`src/rtl/uart_rx_frame.sv`:
```
// UART receive framer: times the bit cell from a start-edge strobe, samples mid-cell, emits byte or error strobes.
// Optional even-parity bit compiled in with `define UART_RX_PARITY_EN.
module uart_rx_frame #(
  parameter int CLK_HZ = 50_000_000,
  parameter int BAUD   = 9600
) (
  input  logic       clk,
  input  logic       rst_n,
  input  logic       rx_pin_in,
  input  logic       h2l_sig,
  output logic [7:0] rx_data,
  output logic       rx_done_sig,
  output logic       frame_err,
  output logic       parity_err,
  output logic       busy
);

  localparam int CPB  = CLK_HZ / BAUD;
  localparam int HALF = CPB / 2;
  localparam int CW   = (CPB > 1) ? $clog2(CPB) : 1;

  localparam logic [CW-1:0] CNT_HALF = CW'(HALF);
  localparam logic [CW-1:0] CNT_LAST = CW'(CPB - 1);

  localparam logic [2:0] IDLE   = 3'd0;
  localparam logic [2:0] START  = 3'd1;
  localparam logic [2:0] DATA   = 3'd2;
  localparam logic [2:0] STOP   = 3'd4;
`ifdef UART_RX_PARITY_EN
  localparam logic [2:0] PARITY = 3'd3;

  function automatic logic even_par_err(input logic [7:0] d, input logic p);
    return ^{d, p};
  endfunction
`endif

  logic          rx_sync_p0;
  logic          rx_s;
  logic [2:0]    state;
  logic [CW-1:0] cnt;
  logic [2:0]    bit_idx;
  logic [7:0]    shreg;
  logic          cell_end;
`ifdef UART_RX_PARITY_EN
  logic          par_bit;
  logic          par_err_q;
`endif

  // stage p0/p1: two-flop synchronizer on the raw pin, idle-high
  always_ff @(posedge clk or negedge rst_n) begin
    if (!rst_n) begin
      rx_sync_p0 <= 1'b1;
      rx_s       <= 1'b1;
    end else begin
      rx_sync_p0 <= rx_pin_in;
      rx_s       <= rx_sync_p0;
    end
  end

  assign cell_end = (cnt == CNT_LAST);

  // framing FSM; strobes default low so each is a single registered pulse
  always_ff @(posedge clk or negedge rst_n) begin
    if (!rst_n) begin
      state       <= IDLE;
      cnt         <= '0;
      bit_idx     <= 3'd0;
      shreg       <= 8'h00;
      rx_data     <= 8'h00;
      rx_done_sig <= 1'b0;
      frame_err   <= 1'b0;
`ifdef UART_RX_PARITY_EN
      par_bit     <= 1'b0;
      par_err_q   <= 1'b0;
`endif
    end else begin
      rx_done_sig <= 1'b0;
      frame_err   <= 1'b0;
`ifdef UART_RX_PARITY_EN
      par_err_q   <= 1'b0;
`endif
      case (state)
        IDLE: begin
          cnt <= '0;
          if (h2l_sig) state <= START;
        end
        START: begin
          if (cnt == CNT_HALF) begin
            cnt <= '0;
            if (rx_s) begin
              state <= IDLE;
            end else begin
              state   <= DATA;
              bit_idx <= 3'd0;
            end
          end else begin
            cnt <= cnt + 1'b1;
          end
        end
        DATA: begin
          if (cell_end) begin
            cnt            <= '0;
            shreg[bit_idx] <= rx_s;
            if (bit_idx == 3'd7) begin
`ifdef UART_RX_PARITY_EN
              state <= PARITY;
`else
              state <= STOP;
`endif
            end else begin
              bit_idx <= bit_idx + 1'b1;
            end
          end else begin
            cnt <= cnt + 1'b1;
          end
        end
`ifdef UART_RX_PARITY_EN
        PARITY: begin
          if (cell_end) begin
            cnt     <= '0;
            par_bit <= rx_s;
            state   <= STOP;
          end else begin
            cnt <= cnt + 1'b1;
          end
        end
`endif
        STOP: begin
          if (cell_end) begin
            cnt   <= '0;
            state <= IDLE;
            // a low stop bit outranks a parity mismatch
            if (!rx_s) begin
              frame_err <= 1'b1;
`ifdef UART_RX_PARITY_EN
            end else if (even_par_err(shreg, par_bit)) begin
              par_err_q <= 1'b1;
`endif
            end else begin
              rx_data     <= shreg;
              rx_done_sig <= 1'b1;
            end
          end else begin
            cnt <= cnt + 1'b1;
          end
        end
        default: begin
          state <= IDLE;
          cnt   <= '0;
        end
      endcase
    end
  end

  assign busy = (state != IDLE);

`ifdef UART_RX_PARITY_EN
  assign parity_err = par_err_q;
`else
  assign parity_err = 1'b0;
`endif

endmodule

```
`config.mk`:
```
export PLATFORM = sky130hd
export DESIGN_NAME = uart_rx_frame
export DESIGN_NICKNAME = d
export VERILOG_FILES = /design/src/rtl/uart_rx_frame.sv
export SDC_FILE = /design/constraint.sdc
export NUM_CORES = 1
export LEC_CHECK = 0
export CAP_MARGIN = 30
export CORE_ASPECT_RATIO = 1.4
export CORE_MARGIN = 2
export CORE_UTILIZATION = 60
export DETAILED_ROUTE_END_ITERATION = 8
export PLACE_DENSITY = 0.81
export REMOVE_ABC_BUFFERS = 1
export SETUP_SLACK_MARGIN = 0.02
export SLEW_MARGIN = 40
export SYNTH_ARGS = -nofsm -noshare
export SYNTH_HDL_FRONTEND = slang
export SYNTH_SLANG_ARGS = --single-unit
```
`constraint.sdc`:
```
create_clock -name clk -period 5.35 [get_ports clk]
set_clock_uncertainty 0.2 [all_clocks]
set_input_delay 1.07 -clock clk [delete_from_list [all_inputs] [get_ports clk]]
set_output_delay 1.07 -clock clk [all_outputs]
set_load 0.02 [all_outputs]
```
== Yosys cells after proc, flatten, opt, wreduce, memory -nomap -nowiden ==
Index checks and enable logic that the tools add are counted.

* Reductions and logical operators: 9
* Order comparisons: 2
* Multiplexer cells: 24
* Add/subtract/negate cells: 2
* Equality and inequality tests: 13

{| class="wikitable"
|+ Operators by type and width
! operator !! count
|-
| $mux 3 || 9
|-
| $mux 13 || 2
|-
| $pmux 13 s2 || 1
|-
| $ne 2x2->1 const B || 7
|-
| $add 13x1->13 const B || 1
|-
| $eq 13x12->1 const B || 1
|-
| $eq 13x13->1 const B || 1
|-
| $pmux 3 s4 || 1
|-
| $reduce_and 5->1 || 2
|-
| $bwmux 8 || 1
|-
| $mux 1 || 7
|-
| $eq 3x3->1 const B || 2
|-
| $pmux 3 s2 || 1
|-
| $lt 3x4->1 const B || 1
|-
| $add 3x1->3 const B || 1
|-
| $demux 1 s3 || 1
|-
| $eq 3x1->1 const B || 1
|-
| $eq 3x2->1 const B || 1
|-
| $ge 3x1->1 const B || 1
|-
| $logic_not 3->1 || 1
|-
| $reduce_and 3->1 || 1
|-
| $reduce_bool 3->1 || 1
|-
| $mux 2 || 1
|-
| $reduce_and 2->1 || 1
|-
| 3 further kinds || 3
|}

* Output and inout port bits: 12
* Word-level logic and storage cells: 59
* Flip-flop bits (word level): 39
* Input port bits: 4

== Depth between registers and ports, before layout ==
Gate-level depths: netlist (run 1).

* Depth in word-level cells: 5
* Gate-level depth with buffers: 7
* Depth with buffers taken out: 6

== Worst setup path after synthesis (run 1) ==
Ideal clock, no wire load.

* Path type: reg2out
* Start: register state[0]
* End: output busy
* Data required time: 4.080 ns
* Arrival time: 0.957 ns
* Path buffers: 1
* Stages on the path, launching flop included: 3
* Slack: 3.123 ns
* Cells stage by stage: dfrtp_1 clkbuf_2 or3_1

* Word-level cells in the longest chain between the ends: 1

{| class="wikitable"
|+ RTL lines
! element !! line !! RTL
|-
| start: declaration || 39 || <nowiki>logic [2:0] state;</nowiki>
|-
| start signal: assignment || 65 || <nowiki>state <= IDLE;</nowiki>
|-
| start signal: assignment || 85 || <nowiki>if (h2l_sig) state <= START;</nowiki>
|-
| start signal: assignment || 91 || <nowiki>state <= IDLE;</nowiki>
|-
| $reduce_bool 3->1 || 155 || <nowiki>assign busy = (state != IDLE);</nowiki>
|-
| end: declaration || 15 || <nowiki>output logic busy</nowiki>
|}

Every way passes these cells.

== Worst setup path in the final report (run 1) ==
Same ends and word-level chain as after synthesis.

==> results of run 1 <==
[cell families (layout without fill, tap and decap cells)]
logic type,count (synthesis),in the layout,synth area share
XOR/XNOR,11,11,0.0497
AND/OR/NAND/NOR,73,73,0.233
other,1,1,0.00193
AO/OA/AOI/OAI,12,12,0.0452
buffers and inverters,13,27,0.0413
adder cells (fa/ha/maj),4,4,0.0258
flip-flops,39,39,0.505
multiplexers,17,17,0.0981
[cell type report]
| cell class | count | area, µm² | share of cell area |
|---|---|---|---|
| timing repair buffer | 14 | 138 | 0.0641 |
| clock inverter | 2 | 12.5 | 0.00582 |
| tap | 39 | 48.8 | 0.0227 |
| inverter | 5 | 18.8 | 0.00874 |
| multi-input combinational | 118 | 880 | 0.409 |
| clock buffer | 6 | 72.6 | 0.0338 |
| sequential | 39 | 978 | 0.455 |
[cell usage after synthesis (2+ instances only)]
cell / instances / area share
a21oi_1: 2 / 0.0052
and3_1: 4 / 0.013
and4bb_2: 3 / 0.019
buf_4: 3 / 0.012
dfrtp_1: 37 / 0.48
dfstp_2: 2 / 0.027
ha_1: 4 / 0.026
inv_1: 5 / 0.0097
mux2_2: 16 / 0.093
nand2_1: 6 / 0.012
nand3_1: 12 / 0.031
nand4_1: 5 / 0.016
nand4b_1: 2 / 0.0090
nor2_1: 16 / 0.031
nor2b_1: 2 / 0.0065
nor3_1: 9 / 0.023
nor3b_1: 2 / 0.0077
o21ai_0: 3 / 0.0077
or3b_2: 2 / 0.0090
xnor2_1: 6 / 0.027
xor2_1: 5 / 0.023
[through the flow]
step           utilization  hold slack, ns
6_report             0.695           0.157
5_1_grt              0.695           0.161
4_1_cts              0.694           0.162
3_5_place_dp         0.666           0.150
3_3_place_gp         0.666           0.146
2_1_floorplan            -           0.145
[worst paths after layout]
| check | start | to | slack [ns] |
|---|---|---|---|
| worst max-delay path | state[0]$_DFFE_PN0P_ | busy | 2.37 |
| worst min-delay path | rx_sync_p0$_DFF_PN1_ | rx_s$_DFF_PN1_ | 0.16 |
| worst max register to register | cnt[0]$_DFF_PN0_ | shreg[4]$_DFFE_PN0P_ | 3.13 |
| worst min register to register | rx_sync_p0$_DFF_PN1_ | rx_s$_DFF_PN1_ | 0.16 |
| max in group asynchronous | rst_n | rx_sync_p0$_DFF_PN1_ | 4.06 |
| min in group asynchronous | rst_n | rx_data[1]$_DFFE_PN0P_ | 0.53 |
[flip-flops by register name, summed over array words and instances, names as in the netlist]
signal       flops
shreg            8
rx_sync_p0       1
rx_done_sig      1
cnt             13
frame_err        1
rx_s             1
rx_data          8
state            3
bit_idx          3
[report_power, final]
part           internal, mW  leakage (nW)  switching, mW
sequential            0.296         0.518        0.00148
clock                0.0910        0.0412          0.100
combinational       0.00202         0.389        0.00647
total                 0.389         0.949          0.108
[metal layers]
| metal | up-vias | GRT usage | share of wire |
|---|---|---|---|
| li1 | 632 | - | - |
| met1 | 665 | 0.249 | 0.39 |
| met2 | 25 | 0.381 | 0.55 |
| met3 | 10 | 0.0583 | 0.030 |
| met4 | 0 | 0.111 | 0.030 |
| met5 | - | 0 | 0 |
==> results_dict.tcl, run 1 <==
set metrics [dict create \
    drc 0 \
    coreArea_um2 3090 \
    cts_hold_buf 0 \
    placed_area_um2 2060 \
    whs_path_depth 0 \
    io_pins 16 \
    start_util 0.627 \
    crit_buf_inv 1 \
    layout_common_cells "dfrtp_1 (37), nor2_1 (16), mux2_2 (16)" \
    rsz0062_at_grt "false" \
    setup_violations 0 \
    yosys_warnings 0 \
    max_freq_mhz 336 \
    grt_pass1_wl_um 6040 \
    numCtsBuffers 5 \
    cp_slowest_stage_delay_ns 0.55 \
    dieArea_um2 3710 \
    syn_avg_cell_area_um2 11.4 \
    routed_wl_um 3430 \
    synth_edf_count 0 \
    worstSetupPathType "flip-flop to output port" \
    synth_cell_types 45 \
    reg2reg_depth 5 \
    clock-sinks 39 \
    period_minus_slack_ns 2.98 \
    grt_antenna_before_repair 0 \
    cp-end-kind "output port" \
    synthArstFlopShare 1.00 \
    cp.arrival_ns 1.71 \
    drv_cap 0 \
    htree_levels 2 \
    power.total_mw 0.497 \
    critical-path-top-delay-family "buffers and inverters" \
    status "complete, no violations" \
    gr-total-overflow 0 \
    path_clk_slew_ns 0.08 \
    numPortBuffers 14 \
    synth_area_um2 1940 \
    layout_setup_ws_ns 2.37 \
    cp.required_ns 4.08 \
    nets 191 \
    clk_path_buf_depth 2 \
    gp_congestion 0.809 \
    start_kind "flip-flop" \
    grt_max_degree 40 \
    hold_class "flip-flop to flip-flop" \
    dr.pass1.iters 4 \
    wire_per_inst_um 15.4 \
    root_buffer "clkbuf_8" \
    fillerInstances 234 \
    row_count 24 \
    powerDensity_nw_per_um2 231 \
    crit_fanout 8 \
    final_common_cell "dfrtp_1" \
    layoutNonFillerInstCount 223 \
    drive_gt1_frac 0.212 \
    post-place-ws_ns 2.69 \
    viasPerCell 5.97 \
    fin_area_um2 2150 \
    postCtsSetupRepairBufs 0 \
    slowest_stage "clkdlybuf4s50_1" \
    hold_viol 0 \
    ys_seq_area_frac 0.505 \
    slew_viol_final 0 \
    n_antenna_cell 0 \
    min_period_over_period 0.557 \
    dp_hpwl_um 2450 \
    die_height_um 71.3 \
    track_usage 0.223 \
    ys.flop_type "dfrtp_1" \
    synth-seq-cells 39 \
    syn_to_final_growth_pct 10.8 \
    num_vias 1332 \
    postRouteAntennaNets 0 \
    post_cts_resized 0 \
    cp.depth 2 \
    cts_tree "yes" \
    dp_cells 215 \
    die_w_um 52.0 \
    syn-instance-count 170 \
    drt_iter0_markers 25 \
    tns_ns 0 \
    crit_chain "or3_1, clkdlybuf4s50_1" \
    p_leak_nw 0.949 \
    clock_latency_ns 0.29 \
    irDropWorstVdd_mv 0.208 \
    grt_pass1_vias 1314 \
]
Power figures use the tool's default switching activity.
==> inputs of run 2 (changes only) <==
--- a/config.mk
+++ b/config.mk
@@ -8,9 +8,9 @@
 export CAP_MARGIN = 30
 export CORE_ASPECT_RATIO = 1.4
 export CORE_MARGIN = 2
-export CORE_UTILIZATION = 60
+export CORE_UTILIZATION = 51
 export DETAILED_ROUTE_END_ITERATION = 8
-export PLACE_DENSITY = 0.81
+export PLACE_DENSITY = 0.73
 export REMOVE_ABC_BUFFERS = 1
 export SETUP_SLACK_MARGIN = 0.02
 export SLEW_MARGIN = 40
==> constraint.sdc (replaced) <==
create_clock -name clk -period 2.5 [get_ports clk]
set_clock_uncertainty 0.2 [all_clocks]
set_input_delay 0.5 -clock clk [delete_from_list [all_inputs] [get_ports clk]]
set_output_delay 0.5 -clock clk [all_outputs]
set_load 0.02 [all_outputs]
==> results_dict.tcl, run 2 (synthesized netlist as in run 1, its figures left out) <==
set metrics [dict create \
    postRouteAntennaNets 0 \
    cts_hold_buf 0 \
    fin_area_um2 2200 \
    routed_wl_um 3450 \
    viasPerCell 5.70 \
    reg.largest.list "cnt (13), rx_data (8), shreg (8)" \
    regMostFlops "cnt" \
    cp.required_ns 2.48 \
    drv_cap 0 \
    grt_max_degree 40 \
    syn_to_final_growth_pct 13.6 \
    grt_pass1_wl_um 6080 \
    numPortBuffers 14 \
    crit_chain "ha_1, and4bb_2, and3_2, and3_1, mux2_2" \
    nets 191 \
    root_buffer "clkbuf_8" \
    slew_viol_final 0 \
    irDropWorstVdd_mv 0.534 \
    start_util 0.532 \
    drc 0 \
    grt_pass1_vias 1324 \
    hold_slack_ns -0.0336 \
    clockPowerShare 0.482 \
    layoutNonFillerInstCount 226 \
    layout_setup_ws_ns 0.297 \
    die_w_um 56.1 \
    postCtsSetupRepairBufs 0 \
    drt_iter0_markers 20 \
    period_minus_slack_ns 2.20 \
    start_kind "flip-flop" \
    fillerInstances 297 \
    powerDensity_nw_per_um2 574 \
    n_antenna_cell 0 \
    min_period_over_period 0.881 \
    io_pins 16 \
    r2r_end "shreg[4]$_DFFE_PN0P_" \
    layout_common_cells "dfrtp_1 (37), nor2_1 (16), mux2_2 (16)" \
    num_vias 1288 \
    p_leak_nw 0.972 \
    tns_ns 0 \
    coreArea_um2 3640 \
    combPwrFrac 0.014 \
    grt_antenna_before_repair 0 \
    hold_class "input port to asynchronous set/reset pin" \
    power.internal_mw 1.04 \
    clk_path_buf_depth 2 \
    switching_share 0.180 \
    dp_cells 218 \
    placed_area_um2 2060 \
    power.total_mw 1.26 \
    largest_reg_flops 13 \
    rsz0062_at_grt "false" \
    cts_tree "yes" \
    hold_viol 37 \
    clock-sinks 39 \
    setup_violations 0 \
    slowest_stage "dfrtp_1" \
    crit_fanout 11 \
    post-place-ws_ns 0.328 \
    drive_gt1_frac 0.212 \
    path_clk_slew_ns 0.08 \
    dieArea_um2 4320 \
    clock_latency_ns 0.29 \
    cp.arrival_ns 2.18 \
    die_height_um 76.9 \
    cp_slowest_stage_delay_ns 0.44 \
    max_freq_mhz 454 \
    dr.pass1.iters 4 \
    worstSetupPathType "flip-flop to flip-flop" \
    cp-end-kind "flip-flop" \
    final_common_cell "dfrtp_1" \
    r2r_start "cnt[0]$_DFF_PN0_" \
    final_util 0.604 \
    p_sw_mw 0.228 \
    wire_per_inst_um 15.3 \
    worst-r2r-setup-slack_ns 0.30 \
    status "finished with violations" \
    numCtsBuffers 5 \
    gr-total-overflow 0 \
    row_count 26 \
    violations "negative hold slack" \
    dp_hpwl_um 2530 \
    gp_congestion 0.857 \
    reg2reg_depth 5 \
    pwr-share-seq 0.504 \
    htree_levels 2 \
    track_usage 0.183 \
]
## run 2: worst max path at each step
stage                               from  depth (start not counted)                    to
finish                  cnt[0]$_DFF_PN0_                          5  shreg[4]$_DFFE_PN0P_
global route            cnt[0]$_DFF_PN0_                          5  shreg[4]$_DFFE_PN0P_
CTS                 state[0]$_DFFE_PN0P_                          2                  busy
detailed placement      cnt[0]$_DFF_PN0_                          5  shreg[4]$_DFFE_PN0P_
global placement        cnt[0]$_DFF_PN0_                          5  shreg[4]$_DFFE_PN0P_
floorplan               cnt[0]$_DFF_PN0_                          5  shreg[4]$_DFFE_PN0P_
## run 2: timing repair
item / CTS / global route
setup endpoints to repair: 0 / 1
resized for setup: 0 / 1
hold endpoints to repair: 0 / 0
## run 2: power by group through the flow
stage                     clock [mW]  combinational (mW)  sequential, mW
after detailed placement           0              0.0186           0.649
after global routing           0.654              0.0213           0.637
after global placement             0              0.0182           0.649
final                          0.610              0.0181           0.637
after floorplan                    0             0.00252           0.648
after CTS                      0.627              0.0187           0.637
## run 2: per-layer routing
| layer | global-route usage | wire length, µm | share of wire |
|---|---|---|---|
| met5 | 0 | 0 | 0 |
| met4 | 0.0905 | 97 | 0.028 |
| met3 | 0.0405 | 89 | 0.026 |
| met2 | 0.327 | 1920 | 0.56 |
| met1 | 0.199 | 1340 | 0.39 |
## run 2: layout make-up
class,instances,area (µm²),share of cell area
flip-flops and latches,39,978,0.444
multi-input cells,118,880,0.399
clock inverters,2,60.1,0.0273
inverters,5,18.8,0.00852
well taps,42,52.6,0.0239
clock buffers,6,72.6,0.0330
repair buffers,14,140,0.0636
## run 2: critical path, delay by kind of cell, from the launching register on
family	cells	cell delay [ns]
muxes	1	0.34
DFF	1	0.44
and+or+nand+nor	3	0.82
adders and majority gates	1	0.30
==> inputs of run 3 (changes only) <==
--- a/config.mk
+++ b/config.mk
@@ -9,10 +9,12 @@
 export CORE_ASPECT_RATIO = 1.4
 export CORE_MARGIN = 2
 export CORE_UTILIZATION = 51
+export CTS_CLUSTER_SIZE = 16
 export DETAILED_ROUTE_END_ITERATION = 8
 export PLACE_DENSITY = 0.73
 export REMOVE_ABC_BUFFERS = 1
 export SETUP_SLACK_MARGIN = 0.02
+export SKIP_LAST_GASP = 1
 export SLEW_MARGIN = 40
 export SYNTH_ARGS = -nofsm -noshare
 export SYNTH_HDL_FRONTEND = slang
==> results of run 3 <==
No change in the layout: final DEF, timing and power equal those of run 2.
